<file path="config.mk">
export PLATFORM = sky130hd
export DESIGN_NAME = hazard_unit
export DESIGN_NICKNAME = d
export VERILOG_FILES = /design/src/rtl/hazard_unit.sv
export SDC_FILE = /design/constraint.sdc
export NUM_CORES = 1
export LEC_CHECK = 0
export BUFFER_PORTS_ARGS = -buffer_cell sky130_fd_sc_hd__buf_4
export CAP_MARGIN = 20
export CORE_UTILIZATION = 44
export DETAILED_ROUTE_END_ITERATION = 10
export PLACE_DENSITY = 0.81
export SETUP_SLACK_MARGIN = 0.3
export SYNTH_ARGS = -nofsm -noshare
export SYNTH_HDL_FRONTEND = slang
export SYNTH_SLANG_ARGS = --single-unit
export TNS_END_PERCENT = 10
</file>
<file path="constraint.sdc">
create_clock -name clk -period 1.65 [get_ports clk]
set_input_delay 0.165 -clock clk [delete_from_list [all_inputs] [get_ports clk]]
set_output_delay 0.165 -clock clk [all_outputs]
set_load 0.03 [all_outputs]
</file>
<file path="src/rtl/hazard_unit.sv">
// hazard_unit: in-order pipeline hazard detection and forwarding selection.
// Keeps a small table describing the DEPTH instructions behind ID. From that
// table and the ID-stage operands it combinationally produces:
//   stall  - load-use stall, asserted while a load's result is not yet forwardable
//   flush  - squash IF/ID on a taken branch; a flush always overrides a stall
//   fwd_a/fwd_b - operand source (0 = register file, k = producer k stages older)
// Optional macro HAZARD_STATS_EN builds saturating 16-bit stall/flush event
// counters. When the macro is undefined, both counter outputs read 0.
module hazard_unit #(
    parameter int REG_AW   = 5,
    parameter int DEPTH    = 3,
    parameter int LOAD_LAT = 2,
    localparam int FW_W    = $clog2(DEPTH + 1)
) (
    input  logic              clk,
    input  logic              reset,
    input  logic              id_valid,
    input  logic [REG_AW-1:0] id_rs,
    input  logic [REG_AW-1:0] id_rt,
    input  logic              id_use_rs,
    input  logic              id_use_rt,
    input  logic              id_wr_en,
    input  logic              id_is_load,
    input  logic [REG_AW-1:0] id_wr_reg,
    input  logic              br_taken,
    output logic              stall,
    output logic              flush,
    output logic [FW_W-1:0]   fwd_a,
    output logic [FW_W-1:0]   fwd_b,
    output logic [15:0]       stall_cnt,
    output logic [15:0]       flush_cnt
);

    // Entry k describes the instruction k stages older than ID.
    // Only the valid bits are reset. The register and load fields are
    // don't-care whenever their entry is invalid.
    logic [DEPTH:1]    ent_vld;
    logic [REG_AW-1:0] ent_reg  [1:DEPTH];
    logic              ent_load [1:DEPTH];

    logic [DEPTH:1]    match_a;
    logic [DEPTH:1]    match_b;
    logic              load_use;
    logic              ent1_en;

    // Per-entry source matching. Register 0 and unused sources never match.
    always_comb begin
        match_a = '0;
        match_b = '0;
        for (int k = 1; k <= DEPTH; k++) begin
            match_a[k] = id_use_rs && (id_rs != '0) && ent_vld[k] && (ent_reg[k] == id_rs);
            match_b[k] = id_use_rt && (id_rt != '0) && ent_vld[k] && (ent_reg[k] == id_rt);
        end
    end

    // A load-use hazard exists while the matched load sits at a stage whose
    // data cannot yet be forwarded (k < LOAD_LAT).
    always_comb begin
        load_use = 1'b0;
        for (int k = 1; k <= DEPTH; k++) begin
            if (k < LOAD_LAT && ent_load[k] && (match_a[k] || match_b[k]))
                load_use = 1'b1;
        end
    end

    // Stall and flush. A taken branch squashes ID, so it suppresses any stall.
    always_comb begin
        flush = br_taken;
        stall = id_valid && !br_taken && load_use;
    end

    // Forwarding select: scan from the oldest entry to the youngest so the
    // youngest matching producer wins. Force 0 while stalled.
    always_comb begin
        fwd_a = '0;
        fwd_b = '0;
        for (int k = DEPTH; k >= 1; k--) begin
            if (match_a[k]) fwd_a = FW_W'(k);
            if (match_b[k]) fwd_b = FW_W'(k);
        end
        if (stall) begin
            fwd_a = '0;
            fwd_b = '0;
        end
    end

    // Entry 1 receives a real producer only if ID advances and writes a
    // nonzero register. Otherwise entry 1 becomes a bubble.
    always_comb begin
        ent1_en = id_valid && id_wr_en && (id_wr_reg != '0) && !stall && !flush;
    end

    // Valid bits shift toward older stages. Reset clears them asynchronously,
    // which drops a pending stall without waiting for a clock edge.
    always_ff @(posedge clk or posedge reset) begin
        if (reset) begin
            ent_vld <= '0;
        end else begin
            for (int k = DEPTH; k >= 2; k--)
                ent_vld[k] <= ent_vld[k-1];
            ent_vld[1] <= ent1_en;
        end
    end

    // Register and load fields shift together with their valid bits.
    always_ff @(posedge clk) begin
        for (int k = DEPTH; k >= 2; k--) begin
            ent_reg[k]  <= ent_reg[k-1];
            ent_load[k] <= ent_load[k-1];
        end
        ent_reg[1]  <= id_wr_reg;
        ent_load[1] <= id_is_load;
    end

`ifdef HAZARD_STATS_EN
    function automatic logic [15:0] sat_inc(input logic [15:0] c);
        return (c == 16'hFFFF) ? c : c + 16'd1;
    endfunction

    // Saturating event counters, sampled on every clock edge.
    always_ff @(posedge clk or posedge reset) begin
        if (reset) begin
            stall_cnt <= '0;
            flush_cnt <= '0;
        end else begin
            if (stall) stall_cnt <= sat_inc(stall_cnt);
            if (flush) flush_cnt <= sat_inc(flush_cnt);
        end
    end
`else
    // Without statistics, both counters are tied to 0.
    always_comb begin
        stall_cnt = '0;
        flush_cnt = '0;
    end
`endif

endmodule

</file>
==> results of run 1 <==
timing repair:
item / CTS / global route
gates resized for setup: 8 / 3
endpoints found under the hold margin: 9 / 0
setup buffers: 0 / 0
pin swaps: 5 / 2
hold buffers: 7 / 0
endpoints found under the setup margin: 6 / 6
layout by cell type, fill, tap and decap left out:
master	n
dfrtp_1	3
conb_1	32
nand3_1	2
o21ai_4	1
nor4_2	3
nor2b_1	1
o21bai_1	2
dfxtp_1	14
nand4_1	2
or4_4	2
clkbuf_4	3
dlygate4sd3_1	7
clkinv_2	1
nor2_1	1
o211ai_1	1
nand4b_4	2
xnor2_1	14
o21ai_0	2
buf_6	4
o21ai_2	1
or4_1	1
a21oi_4	1
buf_4	37
a21oi_2	2
xor2_1	16
o211a_1	2
nor4_1	1
dfxtp_2	2
nor3_1	2
nand2_1	3
inv_1	1
where the power goes:
part / internal (W) / switching [W] / total (W)
clock: 0.0000907 / 0.000156 / 0.000247
sequential: 0.000484 / 0.0000234 / 0.000508
combinational: 0.000116 / 0.000183 / 0.000300
total: 0.000691 / 0.000363 / 0.00105
cells in the mapped netlist (2+ instances only):
master | count | area (um^2)
a21oi_1 | 2 | 10.0
buf_4 | 33 | 248
dfrtp_1 | 3 | 75.1
xor2_1 | 16 | 140
o21bai_1 | 2 | 15.0
xnor2_1 | 14 | 123
nor3_1 | 2 | 10.0
nand4b_2 | 2 | 30.0
nand3_1 | 2 | 10.0
nand2_1 | 3 | 11.3
or4_4 | 2 | 22.5
dfxtp_1 | 16 | 320
o211a_1 | 2 | 20.0
nand4_1 | 2 | 12.5
nor4_1 | 4 | 25.0
o21ai_0 | 2 | 10.0
how the worst max path moves through the flow:
| stage | to | cells past startpoint | start | slack (ns) |
|---|---|---|---|---|
| after floorplan | fwd_a[0] | 5 | ent_reg[0][6] | -0.009 |
| after global placement | fwd_b[0] | 7 | ent_reg[0][6] | -0.15 |
| after detailed placement | fwd_b[0] | 7 | ent_reg[0][6] | -0.19 |
| after CTS | fwd_a[0] | 7 | ent_reg[0][7] | -0.38 |
| after global routing | fwd_b[0] | 7 | ent_reg[0][9] | -0.49 |
| final | fwd_b[0] | 7 | ent_reg[0][9] | -0.41 |
metal layers:
layer	up-vias	wire length [um]
met3	5	117
met1	416	969
met4	0	31
met2	49	1350
li1	426	-
met5	-	0
worst reg2reg max path, stage by stage, from the launching register on:
cell	delay, ns
dfxtp_2	0.36
xor2_1	0.17
nor4_2	0.31
buf_4	0.18
nand4b_4	0.15
a21oi_4	0.22
nor2_1	0.07
stage by stage:
step,instances,setup WS (ns),cell area (um^2)
after floorplan,147,-0.00948,1280
after global placement,185,-0.152,1380
after detailed placement,185,-0.195,1380
after CTS,196,-0.381,1510
after global routing,196,-0.494,1530
final,196,-0.408,1530
final cells by class:
class                           count  area [um^2]
Fill cell                         201          948
Clock buffer                        3         22.5
Sequential cell                    19          398
Timing Repair Buffer               48          393
Clock inverter                      1         5.00
Multi-Input combinational cell     94          669
Tap cell                           30         37.5
Inverter                            1         3.75
cell families (layout without fill, tap and decap cells):
family,after synthesis,in the layout,synth area share [%]
AOI/OAI and AO/OA,12,12,8.39
xor gates and xnor gates,30,30,22.9
buffers and inverters,34,53,21.9
DFF,19,19,34.4
other,1,32,0.326
and+or+nand+nor,20,20,12.1
==> key figures, run 1 <==
STA
  – Slew Viols, Final: 0
  – Setup TNS: -1.91 ns
  – Final setup viols: 5
  – Period utilization: 125%
  – Final Critical Period: 2.06 ns
  – Min Hold Slack: 0.138 ns
  – Worst clock skew: 0.00157 ns
  – Final Hold Violating Endpoints: 0
  – Fmax: 0.486 GHz
  – Worst setup margin: -0.408 ns
  – RSZ-0062 raised after global routing: yes

Setup path
  – Worst r2r src: ent_reg[0][9]
  – Critical path, cell by cell: xor2_1 > nor4_2 > buf_4 > nand4b_4 > buf_6 > a21oi_2 > buf_6
  – Most used cell, CP: buf_6
  – Worst setup path class: register to output port
  – Crit start category: register
  – Worst Path Buf+Inv: 3
  – Crit-path max cell delay: 0.36 ns
  – Setup crit end kind: output port
  – Reg-to-Reg End: ent_vld[1]
  – CP delay by family, top: buffers and inverters
  – Arrival @ worst endpoint: 1.89 ns
  – WP data required: 1.48 ns
  – Largest fanout on the critical path: 4
  – R2R Setup Slk: 0.10 ns
  – Reg2Reg Depth: 6
  – Slowest CP cell: dfxtp_2

Routing
  – Drt total wl: 2470 um
  – First-pass DRT Iterations: 5
  – Avg WL per Cell: 12.6 um
  – Total number of vias: 896
  – Detail Route Antenna Nets: 0
  – Detailed-route vias per instance: 4.57
  – Drt drc: 0
  – Initial drt markers: 13

Clock tree
  – CTS buffer count: 3
  – Clock latency on the worst-skew pair: 0.31 ns
  – Root Buffer: clkbuf_4
  – Clock sink count: 19
  – Reg clk slew, reported paths: 0.11 ns
  – H-tree depth: 1
  – Clock Path Buffers: 2
  – CTS tree: yes

Floorplan
  – Floorplan core area: 2480 um^2
  – Io pins: 61
  – Die Ht: 53.1 um
  – Rows: 18
  – Initial core utilization: 46.4%
  – Die ar.: 2820 um^2
  – Die width: 53.1 um

Hold path
  – Hold path cells: 3
  – Tightest Hold Check Type: primary input to register
  – Hold_sp: id_wr_en
  – Worst hold endpoint: ent_vld[1]

Logic synthesis
  – Ys Warns: 0
  – Synth Register Bits: 19
  – Syn Inst Count: 116
  – Post-synth top flop: dfxtp_1
  – Seq/Total Area, Yosys: 34.4%
  – Async S/R FF share, synth: 15.8%
  – Syn Area/Cell: 9.90 um^2
  – Count of cell types in the netlist: 25
  – EDFF count, synth: 0
  – Mapped Area: 1150 um^2

Power
  – Pwr per Cell Area: 689 nW/um^2
  – Tot Pwr: 0.00105 W
  – Pleak: 0.759 nW
  – Worst VDD drop: 0.613 mV

Global route
  – Tot GR Track Use: 19.3%
  – Total grt overflow: 0
  – Routing usage on met3: 2.87%
  – GRT met1 Usage: 21.1%
  – Initial antenna violation count: 0
  – Largest net degree at the start of global routing: 12
  – Global routing's busiest layer: met2
  – First-pass GRT wire length: 3770 um
  – Vias in the first global route: 856
  – Met2 Usage GRT: 37.1%

Cells and area
  – Fin util: 61.7%
  – Share of layout cells above drive strength 1: 35.5%
  – Max reg flops: 15
  – NumNets Final: 190
  – Antenna diodes: 0
  – Synth-to-layout area growth: 33.1%

Outcome
  – Status: complete, but fails checks
  – Failing checks: setup timing

Placed design
  – PortBufs: 28
  – DP HPWL: 1840 um
  – Placer congestion estimate: 0.802

Job
  – Max-Cap Viols: 0
No activity file was read; power rests on OpenSTA's default activity.
==> run 2, diff against run 1 <==
Settings changed: REMOVE_ABC_BUFFERS from default to 1.
==> key figures, run 2 (synthesized netlist as in run 1, its figures left out) <==
STA
  – Fmax: 0.498 GHz
  – Final Hold Violating Endpoints: 0
  – Worst clock skew: 0.0132 ns
  – Worst setup margin: -0.360 ns
  – Slew Viols, Final: 0
  – Final setup viols: 5
  – RSZ-0062 raised after global routing: yes
  – Final Critical Period: 2.01 ns
  – Period utilization: 122%

Clock tree
  – H-tree depth: 1
  – Clock latency on the worst-skew pair: 0.30 ns
  – Clock sink count: 19
  – Root Buffer: clkbuf_4
  – CTS tree: yes
  – Clock Path Buffers: 2
  – Reg clk slew, reported paths: 0.11 ns
  – CTS buffer count: 3

Outcome
  – Failing checks: setup timing
  – Status: complete, but fails checks

Placed design
  – DP HPWL: 1840 um
  – Setup WS pre-CTS: -0.174 ns
  – PortBufs: 28
  – Placed cell count: 184
  – Placer congestion estimate: 0.822

Job
  – Max-Cap Viols: 0

Setup path
  – Worst setup path class: register to output port
  – Crit-path max cell delay: 0.38 ns
  – Arrival @ worst endpoint: 1.84 ns
  – Critical path, cell by cell: xor2_1 > nor4_2 > nand3_1 > o21ai_0 > a21oi_2 > buf_6
  – WP data required: 1.48 ns
  – Largest fanout on the critical path: 3
  – Slowest CP cell: nor4_2
  – Setup crit end kind: output port
  – Crit start category: register

Cells and area
  – Fin util: 61.1%
  – Multi-input gate area: 669 um^2
  – Max reg flops: 15
  – Commonest cells after routing, fill and taps aside: buf_4 (38), conb_1 (32), xor2_1 (16)
  – Final-layout fill cell count: 202
  – NumNets Final: 189
  – Share of layout cells above drive strength 1: 35.2%
  – Synth-to-layout area growth: 31.8%
  – Antenna diodes: 0
  – Fin cells: 195
  – Most common cell after layout, fill and taps aside: buf_4
  – Register Area: 399 um^2

Global route
  – Tot GR Track Use: 19.4%
  – Total grt overflow: 0
  – Vias in the first global route: 895
  – Largest net degree at the start of global routing: 11
  – First-pass GRT wire length: 3840 um
  – Initial antenna violation count: 0

Floorplan
  – Die width: 53.1 um
  – Rows: 18
  – Floorplan core area: 2480 um^2
  – Io pins: 61
  – Initial core utilization: 46.4%
  – Die Ht: 53.1 um
  – Die ar.: 2820 um^2

Power
  – Tot Pwr: 0.00104 W
  – Pwr per Cell Area: 686 nW/um^2
  – Worst VDD drop: 0.623 mV
  – Pleak: 0.750 nW

Routing
  – Avg WL per Cell: 12.2 um
  – Initial drt markers: 16
  – Drt drc: 0
  – Total number of vias: 900
  – Met3 WL: 183 um
  – Drt total wl: 2370 um
  – M1 wire length: 909 um
  – Routed met2 length: 1230 um
  – Detailed-route vias per instance: 4.62
  – First-pass DRT Iterations: 4
  – Top Metal Used: met4
  – Detail Route Antenna Nets: 0

Hold path
  – Tightest Hold Check Type: primary input to register
==> run 2: cell types whose count changed in the layout (fill, tap and decap cells not counted) <==
cell,change
buf_6,-2
buf_4,+1
clkbuf_1,+1
clkinv_2,-1
dfxtp_1,-1
dfxtp_2,+1
==> run 2: per-layer routing <==
layer  track usage (%)  vias to the layer above
li1                  -                      422
met2              35.2                       64
met1              21.4                      408
met3              3.16                        6
met4              9.65                        0
met5                 0                        -
==> run 2: path summary, 6_finish.rpt <==
| check | startpoint | endpoint | slack, ns | cells after the start |
|---|---|---|---|---|
| setup / recovery | ent_reg[0][11] | fwd_b[0] | -0.36 | 6 |
| hold / removal | id_wr_en | ent_vld[1] | 0.13 | 3 |
| setup reg to reg | ent_reg[0][6] | ent_vld[1] | 0.14 | 6 |
| hold reg to reg | ent_reg[0][7] | ent_reg[0][12] | 0.39 | 0 |
| max in group asynchronous | reset | ent_vld[3] | 1.25 | 3 |
| min in group asynchronous | reset | ent_vld[1] | 0.28 | 3 |
==> run 2: metrics by stage <==
step                      TNS (ns)  cell area [um^2]  hold WS [ns]
after floorplan             -0.420              1020       -0.0814
after global placement      -0.387              1360        0.0452
after detailed placement    -0.596              1360        0.0492
after CTS                    -1.85              1500         0.128
after global routing         -2.18              1510         0.132
final                        -1.74              1510         0.132
==> run 2: cell type report <==
cell class / count / area share (%)
Inverter: 1 / 0.248
Clock buffer: 4 / 1.74
Timing Repair Buffer: 47 / 25.0
Sequential cell: 19 / 26.4
Multi-Input combinational cell: 94 / 44.2
Tap cell: 30 / 2.48
==> run 2: critical path: cells and delay by family (launching register included) <==
kind / cells / cell delay [ns]
xor+xnor: 1 / 0.16
buf+inv: 1 / 0.14
simple gates: 2 / 0.55
compound gates: 2 / 0.35
flops: 1 / 0.35
==> run 2: repair_timing <==
action	in CTS	in global routing
setup buffers	0	0
resized for setup	11	2
setup endpoints to repair	6	6
pin swaps	5	1
endpoints found under the hold margin	9	0
hold buffers	7	0
==> run 2: power breakdown <==
| group | total, W | internal (W) | switching, W |
|---|---|---|---|
| registers | 0.000507 | 0.000484 | 0.0000228 |
| clock network | 0.000234 | 0.0000941 | 0.000140 |
| logic | 0.000298 | 0.000116 | 0.000181 |
| total | 0.00104 | 0.000695 | 0.000344 |
==> run 3, diff against run 2 <==
Settings changed: CORE_ASPECT_RATIO from default to 0.8.
==> key figures, run 3 (synthesized netlist as in run 1, its figures left out) <==
Global route
  – Tot GR Track Use: 16.8%
  – Vias in the first global route: 767
  – Total grt overflow: 0
  – Largest net degree at the start of global routing: 11
  – First-pass GRT wire length: 3310 um
  – Initial antenna violation count: 0

Cells and area
  – Synth-to-layout area growth: 30.7%
  – Final-layout fill cell count: 221
  – Max reg flops: 15
  – Share of layout cells above drive strength 1: 33.1%
  – Most common cell after layout, fill and taps aside: conb_1
  – Fin util: 61.0%
  – Commonest cells after routing, fill and taps aside: conb_1 (32), buf_4 (31), xor2_1 (15)
  – NumNets Final: 184
  – Antenna diodes: 0

Routing
  – Detail Route Antenna Nets: 0
  – Avg WL per Cell: 11.7 um
  – Drt drc: 0
  – First-pass DRT Iterations: 4
  – Total number of vias: 859
  – Drt total wl: 2290 um
  – Initial drt markers: 9
  – Detailed-route vias per instance: 4.38

Floorplan
  – Io pins: 61
  – Die Ht: 47.7 um
  – Die ar.: 2820 um^2
  – Die width: 59.1 um
  – Floorplan core area: 2460 um^2
  – Initial core utilization: 46.6%
  – Rows: 16

Clock tree
  – CTS tree: yes
  – Clock Path Buffers: 2
  – Reg clk slew, reported paths: 0.10 ns
  – Clock latency on the worst-skew pair: 0.30 ns
  – Root Buffer: clkbuf_4
  – Clock sink count: 19
  – CTS buffer count: 3
  – H-tree depth: 1

Power
  – Tot Pwr: 0.00103 W
  – Pwr per Cell Area: 688 nW/um^2
  – Worst VDD drop: 0.563 mV
  – Pleak: 0.718 nW

Setup path
  – WP data required: 1.48 ns
  – Arrival @ worst endpoint: 1.83 ns
  – Crit start category: register
  – Largest fanout on the critical path: 4
  – Worst setup path class: register to output port
  – Setup crit end kind: output port

STA
  – Worst setup margin: -0.343 ns
  – Worst clock skew: 0.00514 ns
  – RSZ-0062 raised after global routing: yes
  – Final Hold Violating Endpoints: 0
  – Final Critical Period: 1.99 ns
  – Setup TNS: -1.61 ns
  – Final setup viols: 5
  – Period utilization: 121%
  – Slew Viols, Final: 0
  – Fmax: 0.502 GHz
  – Min Hold Slack: 0.129 ns

Hold path
  – Tightest Hold Check Type: primary input to register

Placed design
  – PortBufs: 28
  – Placer congestion estimate: 0.857
  – DP HPWL: 1780 um

Outcome
  – Status: complete, but fails checks
  – Failing checks: setup timing

Job
  – Max-Cap Viols: 0
[run 3: changes by cell type in the layout (fill, tap and decap cells not counted), sizes merged]
cell	previous run	this run
buf	40	35
[run 3: timing repair]
action | in CTS | in global routing
setup endpoints to repair | 6 | 6
pin swaps | 4 | 5
setup buffers | 2 | 0
resized for setup | 5 | 9
hold buffers | 7 | 0
endpoints found under the hold margin | 9 | 0
[run 3: power by group]
part | internal [W] | switching, W | total, W
sequential | 0.000484 | 0.0000221 | 0.000506
combinational | 0.000111 | 0.000181 | 0.000292
clock | 0.0000943 | 0.000140 | 0.000234
[run 3: critical path, cell delays in order (launching register included)]
cell and delay [ns]:
dfxtp_2 0.36, xor2_1 0.17, nor4_2 0.32, nand4b_2 0.23
a21oi_4 0.26, a21oi_2 0.06, buf_6 0.14
[run 3: stage by stage]
stage                     setup slack (ns)  std cells  area (um^2)
after detailed placement            -0.116        183         1320
final                               -0.343        196         1500
after CTS                           -0.320        196         1450
after global placement              -0.135        183         1320
after global routing                -0.449        196         1500
after floorplan                     -0.210        114         1020
[run 3: cell type report]
class | instances | area, um^2 | share of cell area, %
repair buffers | 42 | 357 | 23.8
multi-input cells | 94 | 671 | 44.7
well taps | 36 | 45.0 | 3.00
clock buffers | 4 | 26.3 | 1.75
flip-flops and latches | 19 | 399 | 26.6
inverters | 1 | 3.75 | 0.250
[run 3: final timing paths]
kind	startpoint	endpoint	slack, ns	depth (start not counted)
worst min register to register	ent_reg[0][9]	ent_reg[0][14]	0.39	0
min in group asynchronous	reset	ent_vld[3]	0.28	3
worst max-delay path	ent_reg[0][6]	fwd_a[0]	-0.34	6
max in group asynchronous	reset	ent_vld[1]	1.24	3
worst max register to register	ent_reg[0][6]	ent_vld[1]	0.15	5
worst min-delay path	id_wr_en	ent_vld[1]	0.13	3
[run 3: routing by layer]
metal / GRT usage [%] / part of all wire [%] / vias to the layer above
met5: 0 / 0 / -
met4: 10.0 / 2.4 / 0
met3: 2.97 / 8.0 / 6
met2: 28.6 / 45 / 56
met1: 20.6 / 44 / 383
li1: - / - / 414
